**src/rtl/ddr_write_arbiter_pkg.sv**
```systemverilog
// ddr_write_arbiter_pkg
//   Shared definitions for the DDR write-path arbiter: FSM state encoding,
//   default widths of the burst address / data beat / byte mask, and the
//   "no byte written" mask value shown to the write-data FIFO when idle.
package ddr_write_arbiter_pkg;

    localparam int ADDR_W_DEF = 31;
    localparam int DATA_W_DEF = 128;
    localparam int MASK_W_DEF = DATA_W_DEF / 8;

    // Mask polarity: 1 = byte NOT written, so all ones masks every byte off.
    localparam logic [MASK_W_DEF-1:0] MASK_ALL_OFF = '1;

    typedef enum logic [1:0] {
        ST_IDLE  = 2'd0,
        ST_BEAT1 = 2'd1,   // address + first data beat
        ST_BEAT2 = 2'd2    // second data beat
    } state_t;

endpackage

```
**src/rtl/ddr_write_arbiter_rr_arb2.sv**
```systemverilog
// rr_arb2
//   Two-requester round-robin picker, purely combinational.
//   req    : request vector, bit n = port n
//   rr_ptr : preferred port when both request
//   grant  : one-hot grant (zero when nothing requests)
//   A lone requester always wins; the pointer only breaks ties.
module rr_arb2
    import ddr_write_arbiter_pkg::*;
(
    input  logic [1:0] req,
    input  logic       rr_ptr,
    output logic [1:0] grant
);

    always_comb begin
        grant = 2'b00;
        case (req)
            2'b01:   grant = 2'b01;
            2'b10:   grant = 2'b10;
            2'b11:   grant = rr_ptr ? 2'b10 : 2'b01;
            default: grant = 2'b00;
        endcase
    end

endmodule

```
**src/rtl/ddr_write_arbiter.sv**
```systemverilog
// ddr_write_arbiter
//   Shares the memory-controller write path (address FIFO + write-data FIFO)
//   between port 0 (line engine) and port 1 (frame filler). Each accepted
//   request is an atomic burst: one address plus two data beats.
//   Ports:
//     clk, rst_n                  clock, async active-low reset
//     req_valid[1:0]/req_ready    per-port handshake, ready is a one-cycle
//                                 combinational accept pulse
//     req_addrN, req_d0_N/d1_N,   burst payload of port N
//     req_m0_N/m1_N
//     af_full, wdf_full           FIFO back-pressure
//     af_addr_din, af_wr_en       address FIFO write side
//     wdf_din, wdf_mask_din,      write-data FIFO write side
//     wdf_wr_en
//     grant_id, busy              status: owner of burst in flight, burst active
module ddr_write_arbiter
    import ddr_write_arbiter_pkg::*;
#(
    parameter int ADDR_W = ADDR_W_DEF,
    parameter int DATA_W = DATA_W_DEF,
    parameter int MASK_W = DATA_W / 8
) (
    input  logic              clk,
    input  logic              rst_n,
    input  logic [1:0]        req_valid,
    output logic [1:0]        req_ready,
    input  logic [ADDR_W-1:0] req_addr0,
    input  logic [ADDR_W-1:0] req_addr1,
    input  logic [DATA_W-1:0] req_d0_0,
    input  logic [DATA_W-1:0] req_d0_1,
    input  logic [DATA_W-1:0] req_d1_0,
    input  logic [DATA_W-1:0] req_d1_1,
    input  logic [MASK_W-1:0] req_m0_0,
    input  logic [MASK_W-1:0] req_m0_1,
    input  logic [MASK_W-1:0] req_m1_0,
    input  logic [MASK_W-1:0] req_m1_1,
    input  logic              af_full,
    input  logic              wdf_full,
    output logic [ADDR_W-1:0] af_addr_din,
    output logic              af_wr_en,
    output logic [DATA_W-1:0] wdf_din,
    output logic [MASK_W-1:0] wdf_mask_din,
    output logic              wdf_wr_en,
    output logic              grant_id,
    output logic              busy
);

    state_t            state;
    logic              rr_ptr;
    logic [1:0]        grant;
    logic              win;
    logic              beat1_push;
    logic              beat2_push;
    logic              accept;

    logic [ADDR_W-1:0] hold_addr;
    logic [DATA_W-1:0] hold_d0;
    logic [DATA_W-1:0] hold_d1;
    logic [MASK_W-1:0] hold_m0;
    logic [MASK_W-1:0] hold_m1;

    rr_arb2 u_rr_arb2 (
        .req    (req_valid),
        .rr_ptr (rr_ptr),
        .grant  (grant)
    );

    assign win = grant[1];

    // Address and first beat go out together, so both FIFOs must have room.
    assign beat1_push = (state == ST_BEAT1) && !af_full && !wdf_full;
    assign beat2_push = (state == ST_BEAT2) && !wdf_full;

    // A new burst is taken in IDLE or on the cycle the second beat leaves,
    // which gives two cycles per burst back-to-back. Ready is held off while
    // reset is asserted since the FSM sits in IDLE then.
    assign accept    = rst_n && (|req_valid) && ((state == ST_IDLE) || beat2_push);
    assign req_ready = accept ? grant : 2'b00;

    assign af_wr_en  = beat1_push;
    assign wdf_wr_en = beat1_push || beat2_push;
    assign busy      = (state != ST_IDLE);

    assign af_addr_din = hold_addr;
    assign wdf_din     = (state == ST_BEAT2) ? hold_d1 : hold_d0;

    always_comb begin
        wdf_mask_din = hold_m0;
        case (state)
            ST_IDLE:  wdf_mask_din = '1;    // every byte masked off
            ST_BEAT2: wdf_mask_din = hold_m1;
            default:  wdf_mask_din = hold_m0;
        endcase
    end

    always_ff @(posedge clk or negedge rst_n) begin
        if (!rst_n) begin
            state     <= ST_IDLE;
            rr_ptr    <= 1'b0;
            grant_id  <= 1'b0;
            hold_addr <= '0;
            hold_d0   <= '0;
            hold_d1   <= '0;
            hold_m0   <= '0;
            hold_m1   <= '0;
        end else begin
            if (accept) begin
                hold_addr <= win ? req_addr1 : req_addr0;
                hold_d0   <= win ? req_d0_1  : req_d0_0;
                hold_d1   <= win ? req_d1_1  : req_d1_0;
                hold_m0   <= win ? req_m0_1  : req_m0_0;
                hold_m1   <= win ? req_m1_1  : req_m1_0;
                grant_id  <= win;
                rr_ptr    <= ~win;
            end
            case (state)
                ST_IDLE:  if (accept)     state <= ST_BEAT1;
                ST_BEAT1: if (beat1_push) state <= ST_BEAT2;
                ST_BEAT2: if (beat2_push) state <= accept ? ST_BEAT1 : ST_IDLE;
                default:                  state <= ST_IDLE;
            endcase
        end
    end

endmodule
```
**config.mk**
```make
export PLATFORM = sky130hd
export DESIGN_NAME = ddr_write_arbiter
export DESIGN_NICKNAME = d
export VERILOG_FILES = /design/src/rtl/ddr_write_arbiter_pkg.sv /design/src/rtl/ddr_write_arbiter_rr_arb2.sv /design/src/rtl/ddr_write_arbiter.sv
export SDC_FILE = /design/constraint.sdc
export NUM_CORES = 1
export LEC_CHECK = 0
export ABC_AREA = 1
export CAP_MARGIN = 25
export CORE_AREA = 2 2 320 322
export DETAILED_ROUTE_END_ITERATION = 7
export DIE_AREA = 0 0 322 324
export GPL_TIMING_DRIVEN = 0
export PLACE_DENSITY = 0.4
export SLEW_MARGIN = 20
export SYNTH_ARGS = -nofsm -noshare
export SYNTH_HDL_FRONTEND = slang
export SYNTH_SLANG_ARGS = --single-unit
```
**constraint.sdc**
```tcl
create_clock -name clk -period 1.3 [get_ports clk]
set_input_delay 0.195 -clock clk [delete_from_list [all_inputs] [get_ports clk]]
set_output_delay 0.195 -clock clk [all_outputs]
set_load 0.01 [all_outputs]
```
==> key figures <==
Setup path
  • Depth of the worst register-to-register path: 13
  • Launching point of the worst reg2reg path: state[1]$_DFFE_PN0P_
  • Startpoint type of the worst setup path: flip-flop
  • Setup slack on the worst flop-to-flop path: -750 ps
  • Count of buffer and inverter cells on the critical path: 6
  • Most frequent cell on the critical path: sky130_fd_sc_hd__buf_6
  • Setup Crit Path Kind: flip-flop to output pin
  • Crit path max fanout: 4
  • Worst stage delay on the critical path: 460 ps
  • Critical-path cell with the highest stage delay: sky130_fd_sc_hd__dfrtp_2
  • Worst flop-to-flop path endpoint: hold_d1[41]$_DFFE_PN0N_
  • Crit-path cells: buf_6 > a21oi_4 > inv_2 > nor2_4 > buf_6 > buf_8 > nand2_4 > inv_2 > buf_6
  • Category of the worst setup path capture point: output pin
  • Data arrival time of the critical path: 1960 ps
  • Kind of cell with the highest combined delay on the critical path: buffers and inverters
  • WP data required: 1110 ps

Synth
  • Post-synthesis average cell area: 6.578 um2
  • Synth Register Bits: 323
  • Synth Net Count: 3571
  • Dominant cell type by area after synthesis: sky130_fd_sc_hd__dfrtp_1
  • Post-Syn Instances: 2927
  • Fraction of the yosys area taken by sequential cells: around two fifths
  • Commonest cells post-synth: 1546 x sky130_fd_sc_hd__nand2_1, 770 x sky130_fd_sc_hd__nand3_1, 323 x sky130_fd_sc_hd__dfrtp_1, 177 x sky130_fd_sc_hd__buf_2, 45 x sky130_fd_sc_hd__clkbuf_1
  • Area of the mapped netlist: 19250 um2
  • Netlist cell types: 16
  • Area share of the largest cell type after synthesis: 41.98%
  • FFs w/ async S/R, synth: 100.0%
  • Number of synthesized flops with an enable pin: 0
  • Library cell with the highest instance count after synthesis: sky130_fd_sc_hd__nand2_1
  • Ranking of synthesized cells by area: sky130_fd_sc_hd__dfrtp_1 42%, sky130_fd_sc_hd__nand2_1 30%, sky130_fd_sc_hd__nand3_1 20%
  • Synth warnings: 0
  • Commonest register cell after synthesis: sky130_fd_sc_hd__dfrtp_1

Placement
  • IO buf count: 824
  • Pre-CTS setup slack: -2270 ps
  • Area of placed instances: 29340 um2
  • Sum of net half-perimeters after detailed placement: 90.16 mm
  • Final Wtd Congestion: a little under 0.9

Routing
  • Routed WL: 119.6 mm
  • Initial detailed-routing violation count: roughly 1400
  • Antenna-violating nets left: 0
  • Per-cell routed wire length: about 23 um
  • Mean number of vias per cell: 4.487
  • 1st-pass router iterations: 6
  • Vias after detailed routing: 23447
  • Total DRC errors in the routed layout: 0

Job
  • Max-cap check violation count: 0

Global routing
  • Initial antenna violation count: 25
  • Wire length of the first global-routing pass: between 150 and 200 mm
  • Combined global-route utilization of all metal layers: 21.23%
  • Via count of the first global-routing pass: 22971
  • Pin count of the biggest net entering global routing: 67
  • GR Overflow Total: 0

CTS
  • Deepest clock path buffer count: 3
  • H-tree depth: 2
  • Sink count of the clock tree: 323
  • Inserted Clock Buffers: between 40 and 50
  • Clk_lat worst skew: about 580 ps
  • Cell at the root of the clock tree: sky130_fd_sc_hd__clkbuf_16
  • Clock transition at the registers of the reported paths: around 60 ps
  • Clock tree from TritonCTS: built

Floorplanning
  • Std-Cell Core Area: 101000 um2
  • Total die area: 104300 um2
  • Count of boundary I/O pins: roughly 830
  • Standard-cell rows: 117
  • Die span in y: 324 um
  • Effective utilization at floorplan: between 10% and 20%
  • Die Width: 322 um

Pwr
  • Worst voltage drop across the vdd grid: between 1 and 1.5 mV
  • Power Density: 1900 nW/um2
  • Total design power: 63650 uW
  • Leak Pwr: 0.01712 uW

Layout
  • Fraction of final layout cells sized beyond drive strength 1: a little under a fifth
  • Area grow syn2layout: 74.03%
  • Post-layout nets: roughly 4500
  • Cell area after layout: around 34000 um2

Hold path
  • Path category of the worst min-delay check: primary input to asynchronous set/reset pin

STA
  • Final clock skew: 18.82 ps
  • Final setup violating endpoints: 503
  • Unrepaired setup endpoints after global routing: yes
  • Accumulated negative setup slack: -311220 ps
  • Number of pins exceeding their max-slew limit in the final report: 0
  • Final hold slack: -531.5 ps
  • Post-route minimum period: between 2000 and 2500 ps
  • Post-route fraction of the period consumed by the critical path: 166.1%
  • Relative slew slack: 53.13%
  • Max Fclk: 463.2 MHz
  • Count of endpoints failing hold in the final timing report: 180
  • Worst Slack Setup Final: -858.7 ps
  • Worst-margin pin slew: 703.0 ps

Status
  • Outcome: complete, but fails checks
  • Violated checks: negative hold slack, negative setup slack
-- stage by stage --
stage,std cells,utilization [%]
final,5225,33.17
after global routing,5223,33.17
after CTS,5161,31.30
after detailed placement,5065,29.05
after global placement,5060,28.90
after floorplan,2927,-
-- logic make-up (layout without fill, tap and decap cells) --
group                  count (synthesis)  after routing  synth area share [%]
flip-flops                           323            323                 41.98
other                                  0             13                     0
AO/OA/AOI/OAI                         19             19                0.8057
AND/OR/NAND/NOR                     2319           2319                 50.24
buffers and inverters                266           1242                 6.979
-- sequential cells by signal, summed over array words and instances (netlist names) --
register and count:
rr_ptr 1, af_addr_din 31, hold_d0 128, state 2, hold_d1 128, grant_id 1
hold_m1 16, hold_m0 16
-- worst register-to-register path, stage by stage (launching register included) --
cell	delay (ps)
sky130_fd_sc_hd__dfrtp_2	460
sky130_fd_sc_hd__buf_6	150
sky130_fd_sc_hd__a21oi_4	160
sky130_fd_sc_hd__inv_2	70
sky130_fd_sc_hd__nor2_4	120
sky130_fd_sc_hd__buf_6	140
sky130_fd_sc_hd__buf_6	130
sky130_fd_sc_hd__buf_12	110
sky130_fd_sc_hd__buf_12	130
sky130_fd_sc_hd__buf_16	150
sky130_fd_sc_hd__buf_12	130
sky130_fd_sc_hd__buf_12	120
sky130_fd_sc_hd__nand2_2	80
sky130_fd_sc_hd__nand2_1	60
-- report_power, final --
group          internal, uW  switching, uW
combinational         14200          17900
clock                  8680           5130
sequential            14800           2940
-- layout by cell type (no fill, tap or decap), types with 5 or more instances in the layout --
master / Yosys / layout
sky130_fd_sc_hd__buf_12: 0 / 27
sky130_fd_sc_hd__buf_2: 177 / 201
sky130_fd_sc_hd__buf_4: 13 / 46
sky130_fd_sc_hd__diode_2: 0 / 13
sky130_fd_sc_hd__inv_2: 3 / 6
sky130_fd_sc_hd__clkbuf_1: 45 / 17
sky130_fd_sc_hd__nand3_1: 770 / 753
sky130_fd_sc_hd__nand3_2: 0 / 12
sky130_fd_sc_hd__buf_16: 0 / 8
sky130_fd_sc_hd__clkbuf_2: 0 / 35
sky130_fd_sc_hd__bufinv_16: 0 / 6
sky130_fd_sc_hd__buf_8: 0 / 30
sky130_fd_sc_hd__clkbuf_8: 0 / 18
sky130_fd_sc_hd__clkdlybuf4s50_1: 0 / 674
sky130_fd_sc_hd__nand3_4: 0 / 5
sky130_fd_sc_hd__buf_6: 10 / 56
sky130_fd_sc_hd__dlymetal6s2s_1: 0 / 8
sky130_fd_sc_hd__clkbuf_16: 0 / 85
sky130_fd_sc_hd__dfrtp_1: 323 / 322
sky130_fd_sc_hd__o22a_1: 16 / 16
sky130_fd_sc_hd__nand2_4: 0 / 51
sky130_fd_sc_hd__nand2_2: 1 / 113
sky130_fd_sc_hd__clkbuf_4: 0 / 9
sky130_fd_sc_hd__nand2_1: 1546 / 1380
-- layout make-up --
type | count | area [um2]
Multi-Input combinational cell | 2338 | 10680
Clock inverter | 13 | 225.2
Timing Repair Buffer | 898 | 9356
Clock buffer | 72 | 1423
Buffer | 249 | 2033
Inverter | 10 | 37.54
Tap cell | 1309 | 1638
Sequential cell | 323 | 8084
Antenna cell | 13 | 32.53
Fill cell | 10911 | 67500
-- metal layers --
metal	vias up	wire, um	track usage, %	part of all wire (%)
met2	762	59050	36.26	49
met5	-	110	0.4630	0.092
li1	11348	-	-	-
met4	18	3268	8.141	2.7
met3	147	6741	4.533	5.6
met1	11172	50400	26.04	42
-- worst max path at each step --
| stage | endpoint | cells past startpoint | startpoint |
|---|---|---|---|
| detailed placement | req_ready[1] | 9 | rst_n |
| floorplan | wdf_din[100] | 5 | state[1]$_DFFE_PN0P_ |
| global route | req_ready[0] | 9 | state[1]$_DFFE_PN0P_ |
| global placement | hold_d0[70]$_DFFE_PN0N_ | 6 | rst_n |
| CTS | wdf_din[81] | 6 | state[1]$_DFFE_PN0P_ |
| finish | req_ready[0] | 9 | state[1]$_DFFE_PN0P_ |
-- repair_timing --
item                       CTS  global route
pin swaps                    4            99
hold endpoints to repair   180           180
setup buffers                9            27
cloned                       2            31
resized for setup          432           711
setup endpoints to repair  504           504
(Power assumes the default switching activity.)
